### config.mk
export PLATFORM = sky130hd
export DESIGN_NAME = axi_read_arbiter
export DESIGN_NICKNAME = d
export VERILOG_FILES = /design/src/rtl/axi_read_arbiter.sv
export SDC_FILE = /design/constraint.sdc
export NUM_CORES = 1
export LEC_CHECK = 0
export CAP_MARGIN = 40
export CELL_PAD_IN_SITES_DETAIL_PLACEMENT = 2
export CELL_PAD_IN_SITES_GLOBAL_PLACEMENT = 2
export CORE_ASPECT_RATIO = 1.1
export CORE_MARGIN = 2
export CORE_UTILIZATION = 21
export DETAILED_ROUTE_END_ITERATION = 16
export PLACE_DENSITY_LB_ADDON = 0.1
export SLEW_MARGIN = 20
export SYNTH_ARGS = -nofsm -noshare
export SYNTH_HDL_FRONTEND = slang
export SYNTH_SLANG_ARGS = --single-unit
### constraint.sdc
create_clock -name clk -period 1.5 [get_ports clk]
set_input_delay 0.3 -clock clk [delete_from_list [all_inputs] [get_ports clk]]
set_output_delay 0.3 -clock clk [all_outputs]
set_load 0.05 [all_outputs]
### src/rtl/axi_read_arbiter.sv
// axi_read_arbiter
//
// Lets instruction fetch (IF) and data load (MEM) share one AXI3 read port.
// The two requesters compete for the AR channel. Each issued read is tagged
// with that requester's ARID. Returning R beats are steered by RID into a
// one-entry response buffer per requester. Each requester may have at most one
// read in flight, so the port carries no more than two reads at once.
//
// Ports
//   clk, reset               clock; asynchronous active-low reset
//   if_req_*  / mem_req_*    request handshake (valid/addr in, ready out)
//   if_resp_* / mem_resp_*   response buffer (valid/data out, ready in)
//   arid, araddr, arvalid    AR channel towards the interconnect
//   arready                  AR channel acceptance
//   arlen .. arprot          fixed AR attributes (single 32-bit beat)
//   rid, rdata, rresp, rlast, rvalid, rready   R channel
//   protocol_err             sticky flag for stray or malformed R beats
module axi_read_arbiter #(
  parameter int unsigned STARVE_LIMIT = 4,
  parameter logic [3:0]  IF_ID        = 4'd0,
  parameter logic [3:0]  MEM_ID       = 4'd1
) (
  input  logic        clk,
  input  logic        reset,
  input  logic        if_req_valid,
  input  logic [31:0] if_req_addr,
  output logic        if_req_ready,
  output logic        if_resp_valid,
  output logic [31:0] if_resp_data,
  input  logic        if_resp_ready,
  input  logic        mem_req_valid,
  input  logic [31:0] mem_req_addr,
  output logic        mem_req_ready,
  output logic        mem_resp_valid,
  output logic [31:0] mem_resp_data,
  input  logic        mem_resp_ready,
  output logic [3:0]  arid,
  output logic [31:0] araddr,
  output logic        arvalid,
  input  logic        arready,
  output logic [3:0]  arlen,
  output logic [2:0]  arsize,
  output logic [1:0]  arburst,
  output logic [1:0]  arlock,
  output logic [3:0]  arcache,
  output logic [2:0]  arprot,
  input  logic [3:0]  rid,
  input  logic [31:0] rdata,
  input  logic [1:0]  rresp,
  input  logic        rlast,
  input  logic        rvalid,
  output logic        rready,
  output logic        protocol_err
);

  localparam logic [3:0] STARVE_MAX = 4'(STARVE_LIMIT);

  typedef enum logic {AR_IDLE, AR_BUSY} ar_state_t;

  ar_state_t  state;
  logic       ar_is_mem;
  logic       if_out;
  logic       mem_out;
  logic [3:0] starve_cnt;

  logic if_elig;
  logic mem_elig;
  logic force_if;
  logic grant_if;
  logic grant_mem;
  logic ar_done;
  logic hit_if;
  logic hit_mem;
  logic r_fire;
  logic if_hs;
  logic mem_hs;

  // Map the kseg0/kseg1-style windows (0x8000_0000..0xBFFF_FFFF) onto
  // physical address 0. Every other address passes through unchanged.
  function automatic logic [31:0] map_addr(input logic [31:0] a);
    logic [31:0] m;
    m = a;
    if (a[31:29] == 3'b100 || a[31:29] == 3'b101) m = {3'b000, a[28:0]};
    return m;
  endfunction

  assign arlen   = 4'd0;
  assign arsize  = 3'b010;
  assign arburst = 2'b00;
  assign arlock  = 2'b00;
  assign arcache = 4'b0000;
  assign arprot  = 3'b001;

  // MEM normally wins the arbitration. Once MEM has been granted STARVE_LIMIT
  // times while IF was waiting, IF takes the next slot.
  assign if_elig   = if_req_valid & ~if_out;
  assign mem_elig  = mem_req_valid & ~mem_out;
  assign force_if  = if_elig & (starve_cnt == STARVE_MAX);
  assign grant_mem = (state == AR_IDLE) & mem_elig & ~force_if;
  assign grant_if  = (state == AR_IDLE) & if_elig & ~grant_mem;

  assign if_req_ready  = grant_if;
  assign mem_req_ready = grant_mem;

  assign ar_done = (state == AR_BUSY) & arready;

  // Accept a beat when its owner has room for it. Accept and discard a beat
  // whose RID belongs to no read in flight, for example one abandoned by a
  // reset. Hold rready low while reset is asserted.
  assign hit_if  = (rid == IF_ID) & if_out;
  assign hit_mem = (rid == MEM_ID) & mem_out;
  assign rready  = reset & (hit_if  ? ~if_resp_valid :
                            hit_mem ? ~mem_resp_valid : 1'b1);
  assign r_fire  = rvalid & rready;

  assign if_hs  = if_resp_valid & if_resp_ready;
  assign mem_hs = mem_resp_valid & mem_resp_ready;

  // The AR issue FSM, the starvation counter and the in-flight bits.
  // A requester stays marked as in flight from its AR handshake until its
  // buffered response is consumed. This keeps each requester to one read.
  always_ff @(posedge clk or negedge reset) begin
    if (!reset) begin
      state      <= AR_IDLE;
      arvalid    <= 1'b0;
      araddr     <= 32'd0;
      arid       <= 4'd0;
      ar_is_mem  <= 1'b0;
      if_out     <= 1'b0;
      mem_out    <= 1'b0;
      starve_cnt <= 4'd0;
    end else begin
      case (state)
        AR_IDLE: begin
          if (grant_if || grant_mem) begin
            araddr    <= map_addr(grant_mem ? mem_req_addr : if_req_addr);
            arid      <= grant_mem ? MEM_ID : IF_ID;
            ar_is_mem <= grant_mem;
            arvalid   <= 1'b1;
            state     <= AR_BUSY;
          end
        end
        AR_BUSY: begin
          if (arready) begin
            arvalid <= 1'b0;
            state   <= AR_IDLE;
          end
        end
        default: state <= AR_IDLE;
      endcase

      if (grant_if) begin
        starve_cnt <= 4'd0;
      end else if (grant_mem && if_elig && starve_cnt != 4'hF) begin
        starve_cnt <= starve_cnt + 4'd1;
      end

      if (ar_done && !ar_is_mem) begin
        if_out <= 1'b1;
      end else if (if_hs) begin
        if_out <= 1'b0;
      end

      if (ar_done && ar_is_mem) begin
        mem_out <= 1'b1;
      end else if (mem_hs) begin
        mem_out <= 1'b0;
      end
    end
  end

  // The one-entry response buffers and the sticky error flag. A beat is still
  // delivered when it carries an error response or lacks rlast; the error is
  // only recorded in protocol_err.
  always_ff @(posedge clk or negedge reset) begin
    if (!reset) begin
      if_resp_valid  <= 1'b0;
      if_resp_data   <= 32'd0;
      mem_resp_valid <= 1'b0;
      mem_resp_data  <= 32'd0;
      protocol_err   <= 1'b0;
    end else begin
      if (r_fire && hit_if) begin
        if_resp_valid <= 1'b1;
        if_resp_data  <= rdata;
      end else if (if_hs) begin
        if_resp_valid <= 1'b0;
      end

      if (r_fire && hit_mem) begin
        mem_resp_valid <= 1'b1;
        mem_resp_data  <= rdata;
      end else if (mem_hs) begin
        mem_resp_valid <= 1'b0;
      end

      if (r_fire && (!(hit_if || hit_mem) || rresp != 2'b00 || !rlast)) begin
        protocol_err <= 1'b1;
      end
    end
  end

endmodule

Word-level counts from Yosys, hierarchy flattened
Cells that the tools add are included.
W data, S select, Z words.
{ "word_totals": {"register_bits": 112, "in_bits": 111, "out_inout_bits": 125, "word_cells": 85} }
{ "op_classes": {"addsub": 1, "n_eq_ne": 7, "n_mux": 19, "n_bitwise": 21, "reduce_logical": 24} }
{ "op_table": {"columns": ["operator", "count"], "rows": [
  ["$mux W32", 2],
  ["$and A1 B1 Y1", 14],
  ["$mux W1", 13],
  ["$reduce_bool A2 Y1", 6],
  ["$mux W4", 2],
  ["$logic_and A1 B1 Y1", 7],
  ["$not A1 Y1", 7],
  ["$eq A3 B3 Y1 const B", 2],
  ["$logic_or A1 B1 Y1", 5],
  ["$add A4 B1 Y4 const B", 1],
  ["$eq A4 B1 Y1 const B", 1],
  ["$eq A4 B3 Y1 const B", 1],
  ["$logic_not A4 Y1", 1],
  ["$ne A4 B4 Y1 const B", 1],
  ["$pmux W1 S2", 2],
  ["$reduce_and A2 Y1", 2],
  ["$logic_not A1 Y1", 3],
  ["$ne A2 B1 Y1 const B", 1],
  ["$ne A2 B2 Y1 const B", 1]
]} }

Depth between registers and ports, before layout
{ "logic_depth": {"depth_word": 10, "ltp_mapped": 8, "mapped_depth_nobuf": 7} }

Worst setup path after synthesis
No wires, ideal clock.
{ "synth_path": {"path_type": "reg-to-reg", "startpoint": "reg mem_resp_valid", "endpoint": "reg protocol_err", "setup_time_ns": 0.069, "arrival_time_ns": 2.334, "required_ns": 1.431, "path_slack_ns": -0.903, "path_stages_with_launch": 5, "n_path_buf": 0, "period_less_slack_ns": 2.403, "path_cell_list": "dfrtp_1 -> nand3_1 -> o21ai_0 -> a21boi_0 -> a31o_2"} }
{ "synth_between": {"elab_chain_len": 6} }
{ "synth_rtl": {"columns": ["element", "line", "source"], "rows": [
  ["start, declared", "34", "output logic mem_resp_valid,"],
  ["start signal, assigned", "179", "mem_resp_valid <= 1'b0;"],
  ["start signal, assigned", "191", "mem_resp_valid <= 1'b1;"],
  ["start signal, assigned", "194", "mem_resp_valid <= 1'b0;"],
  ["$not A1 Y1", "113", "hit_mem ? ~mem_resp_valid : 1'b1);"],
  ["$mux W1", "113", null],
  ["$mux W1", "112", "assign rready = reset & (hit_if ? ~if_resp_valid :"],
  ["$and A1 B1 Y1", "112", null],
  ["net rready", "52", "output logic rready,"],
  ["$and A1 B1 Y1", "114", "assign r_fire = rvalid & rready;"],
  ["$logic_and A1 B1 Y1", "197", "if (r_fire && (!(hit_if || hit_mem) || rresp != 2'b00 || !rlast)) begin"],
  ["end signal, assigned", "181", "protocol_err <= 1'b0;"],
  ["end signal, assigned", "198", "protocol_err <= 1'b1;"],
  ["end, declared", "53", "output logic protocol_err"]
]} }
The timed path passes the listed nets, and every way through them passes these cells.
A chain may end at the register's enable or synchronous reset.

Worst setup path in the final report
{ "layout_path": {"startpoint": "reg starve_cnt[0]", "endpoint": "out if_req_ready"} }
{ "layout_between": {"elab_chain_len": 6} }
{ "layout_rtl": {"columns": ["element", "line", "source"], "rows": [
  ["start, declared", "64", "logic [3:0] starve_cnt;"],
  ["start signal, assigned", "155", "starve_cnt <= starve_cnt + 4'd1;"],
  ["$eq A4 B3 Y1", "98", "assign force_if = if_elig & (starve_cnt == STARVE_MAX);"],
  ["$and A1 B1 Y1", "98", null],
  ["$not A1 Y1", "99", "assign grant_mem = (state == AR_IDLE) & mem_elig & ~force_if;"],
  ["$and A1 B1 Y1", "99", null],
  ["$not A1 Y1", "100", "assign grant_if = (state == AR_IDLE) & if_elig & ~grant_mem;"],
  ["$and A1 B1 Y1", "100", null],
  ["end, declared", "27", "output logic if_req_ready,"]
]} }
No other way between the ends.

==> results_dict.tcl <==
set metrics [dict create \
    status "finished, violations left" \
    violations "negative setup slack" \
    fmax_ghz 0.528 \
    place_inst 930 \
    syn_area_um2 4710 \
    yosysMostFrequentCell "dfrtp_1" \
    seq_area_frac_synth_pct 57.4 \
    p_comb_share_pct 60.2 \
    min_period_ps 1890 \
    dr_total_vias 4148 \
    clk_pin_slew_ps 80 \
    setup_ws_ps -395 \
    antenna_left 0 \
    synth_cell_types 43 \
    pre_cts_slack_ps -629 \
    grt_usage_pct 16.1 \
    initial_core_util_pct 21.4 \
    worst-path-stages 6 \
    dieWidth_um 147 \
    grt_max_degree 109 \
    synthTopCellsByCount "dfrtp_1, a21oi_1, mux2_2" \
    drt-initial-drc-count 72 \
    start_kind "flop" \
    clockBufferDepth 2 \
    core-area_um2 22000 \
    rr_worst_depth 10 \
    postSynth.asyncResetShare_pct 100 \
    hp-class "in2async" \
    dieArea_um2 23600 \
    end_kind "primary output" \
    die_height_um 161 \
    ios 236 \
    cp_max_fo 2 \
    yosys.area.top_type "dfrtp_1" \
    cts.sinks 108 \
    hold_violations 0 \
    fin_skew_ps 12.1 \
    fin_cells 986 \
    rows 57 \
    critPathBufInv 3 \
    cts_tree "yes" \
    switching_share_pct 43.0 \
    nFillCells 2114 \
    min_period_over_period_pct 126 \
    seq_power_share_pct 26.8 \
    grt_pass1_vias 4901 \
    register_area_um2 2710 \
    root_buffer "clkbuf_16" \
    cap_violations 0 \
    switchingPower_w 0.00807 \
    drt_pass1_iterations 4 \
    multi_input_area_um2 2440 \
    netlist_instances 407 \
    worstSetupPathType "reg2out" \
    power.density_nw_per_um2 1870 \
    synth_top_area_share_pct 57.4 \
    crit_chain "inv_1, ha_2, nand3b_1, buf_6, a21oi_4, buf_12" \
    place.gp.congestion 0.752 \
    drc 0 \
    internal_power_w 0.0107 \
    grt_first_pass_wirelength_um 29400 \
    cp_slowest_stage_delay_ps 380 \
    rsz0062_at_grt "yes" \
    clkPwrFrac_pct 13.0 \
    layout-drive-gt1-share_pct 49.3 \
    nets 797 \
    clk_latency_ps 360 \
    synth.avg_cell_area_um2 11.6 \
    critPathArrivalTime_ps 1590 \
    viasPerCell 4.21 \
    power_w 0.0188 \
    grt_overflow 0 \
    slew_headroom_pct 59.2 \
    yosys_register_bits 108 \
    critical_path.slowest_cell "dfrtp_1" \
    hpwl_um 12800 \
    syn2layout_area_growth_pct 113 \
    antenna_found_initial 2 \
    cp_top_family "flip-flops" \
    synth_area_leaders "dfrtp_1, mux2_2, a21oi_1" \
    synth_warnings 0 \
    synth_flop_cell "dfrtp_1" \
    portBuffers 214 \
    peakVddDrop_uv 743 \
    leakagePower_nw 4.36 \
    cts_buffers 9 \
    wire_per_inst_um 19.6 \
    finalSetupViolations 80 \
    maxSlewViolCount 0 \
    max_slew.worst_pin.slew_ps 612 \
    drt-total-wl_um 19300 \
    synth_edf_count 0 \
    worstPathRequired_ps 1200 \
    h-tree-depth 3 \
]
==> power by group through the flow <==
stage | clock network (W) | logic, W | registers (W)
CTS | 0.00256 | 0.0106 | 0.00504
finish | 0.00245 | 0.0113 | 0.00503
floorplan | 0 | 0.00191 | 0.00759
global route | 0.00267 | 0.0118 | 0.00518
global placement | 0 | 0.00997 | 0.00502
detailed placement | 0 | 0.0102 | 0.00505
==> cell type report <==
class                           instances  share of cell area, %
Antenna cell                            2                 0.0499
Clock buffer                            9                   2.25
Clock inverter                          7                  0.799
Inverter                                9                  0.337
Multi-Input combinational cell        269                   24.4
Sequential cell                       108                   27.0
Tap cell                              295                   3.68
Timing Repair Buffer                  287                   41.5
==> layout by cell type (no fill, tap or decap), drive strengths merged, types with 3 or more instances in the layout <==
cell type / count
buf: 178
dfrtp: 108
clkdlybuf4s50: 104
mux2: 65
a21oi: 62
nand2: 42
nor2: 34
conb: 21
clkbuf: 12
inv: 12
o21ai: 10
nand3: 4
nor3: 3
clkinv: 3
==> worst register-to-register path, delay by kind of cell, from the launching register on <==
family          cells  cell delay [ps]
buf+inv             5              600
compound gates      3              450
flops               1              380
fa+ha+maj           1              180
simple gates        1              140
==> per-stage QoR <==
step	utilization (%)	hold slack, ps	cell area (µm²)	TNS [ps]
CTS	43.0	213	9480	-12440
global route	45.4	245	10000	-22220
detailed placement	38.6	532	8510	-52890
global placement	38.6	523	8510	-48260
floorplan	-	4.41	4940	-11330
finish	45.5	189	10000	-14700
==> path summary, 6_finish.rpt <==
check,end,slack [ps],from
max reg2reg,araddr[9]$_DFFE_PN0P_,-370,starve_cnt[0]$_DFFE_PN0P_
min reg2reg,araddr[31]$_DFFE_PN0P_,550,araddr[31]$_DFFE_PN0P_
max,if_req_ready,-390,starve_cnt[0]$_DFFE_PN0P_
min in group clk,protocol_err$_DFFE_PN0P_,380,rvalid
min,mem_resp_data[30]$_DFFE_PN0P_,190,reset
max in group asynchronous,mem_resp_data[1]$_DFFE_PN0P_,860,reset
==> state kept, by name, summed over array words and instances (netlist names) <==
| signal | count |
|---|---|
| araddr | 32 |
| state | 1 |
| mem_resp_valid | 1 |
| mem_out | 1 |
| arvalid | 1 |
| starve_cnt | 4 |
| mem_resp_data | 32 |
| if_resp_valid | 1 |
| protocol_err | 1 |
| if_resp_data | 32 |
| ar_is_mem | 1 |
| if_out | 1 |
==> layer usage <==
layer,vias to the layer above,track usage [%],wire length [µm]
met5,-,0,8
met2,145,27.2,9870
met3,11,5.37,1490
li1,1909,-,-
met4,2,4.37,170
met1,2081,19.7,7810
==> cells by family (layout without fill, tap and decap cells) <==
family / count (synthesis) / count (layout) / share of synthesized area (%)
flip-flops: 108 / 108 / 57.4
adder cells (fa/ha/maj): 2 / 2 / 0.531
multiplexers: 66 / 66 / 15.8
other: 2 / 23 / 0.159
AO/OA/AOI/OAI: 84 / 84 / 9.86
buffers and inverters: 49 / 312 / 6.77
XOR/XNOR: 1 / 1 / 0.186
AND/OR/NAND/NOR: 95 / 95 / 9.35
==> what timing repair did <==
| action | CTS | global route |
|---|---|---|
| hold endpoints to repair | 0 | 0 |
| hold buffers | 0 | 0 |
| pin swaps | 11 | 28 |
| endpoints found under the setup margin | 103 | 106 |
| setup buffers | 17 | 15 |
| resized for setup | 106 | 85 |
| gates cloned | 7 | 4 |
Power figures use the tool's default switching activity.
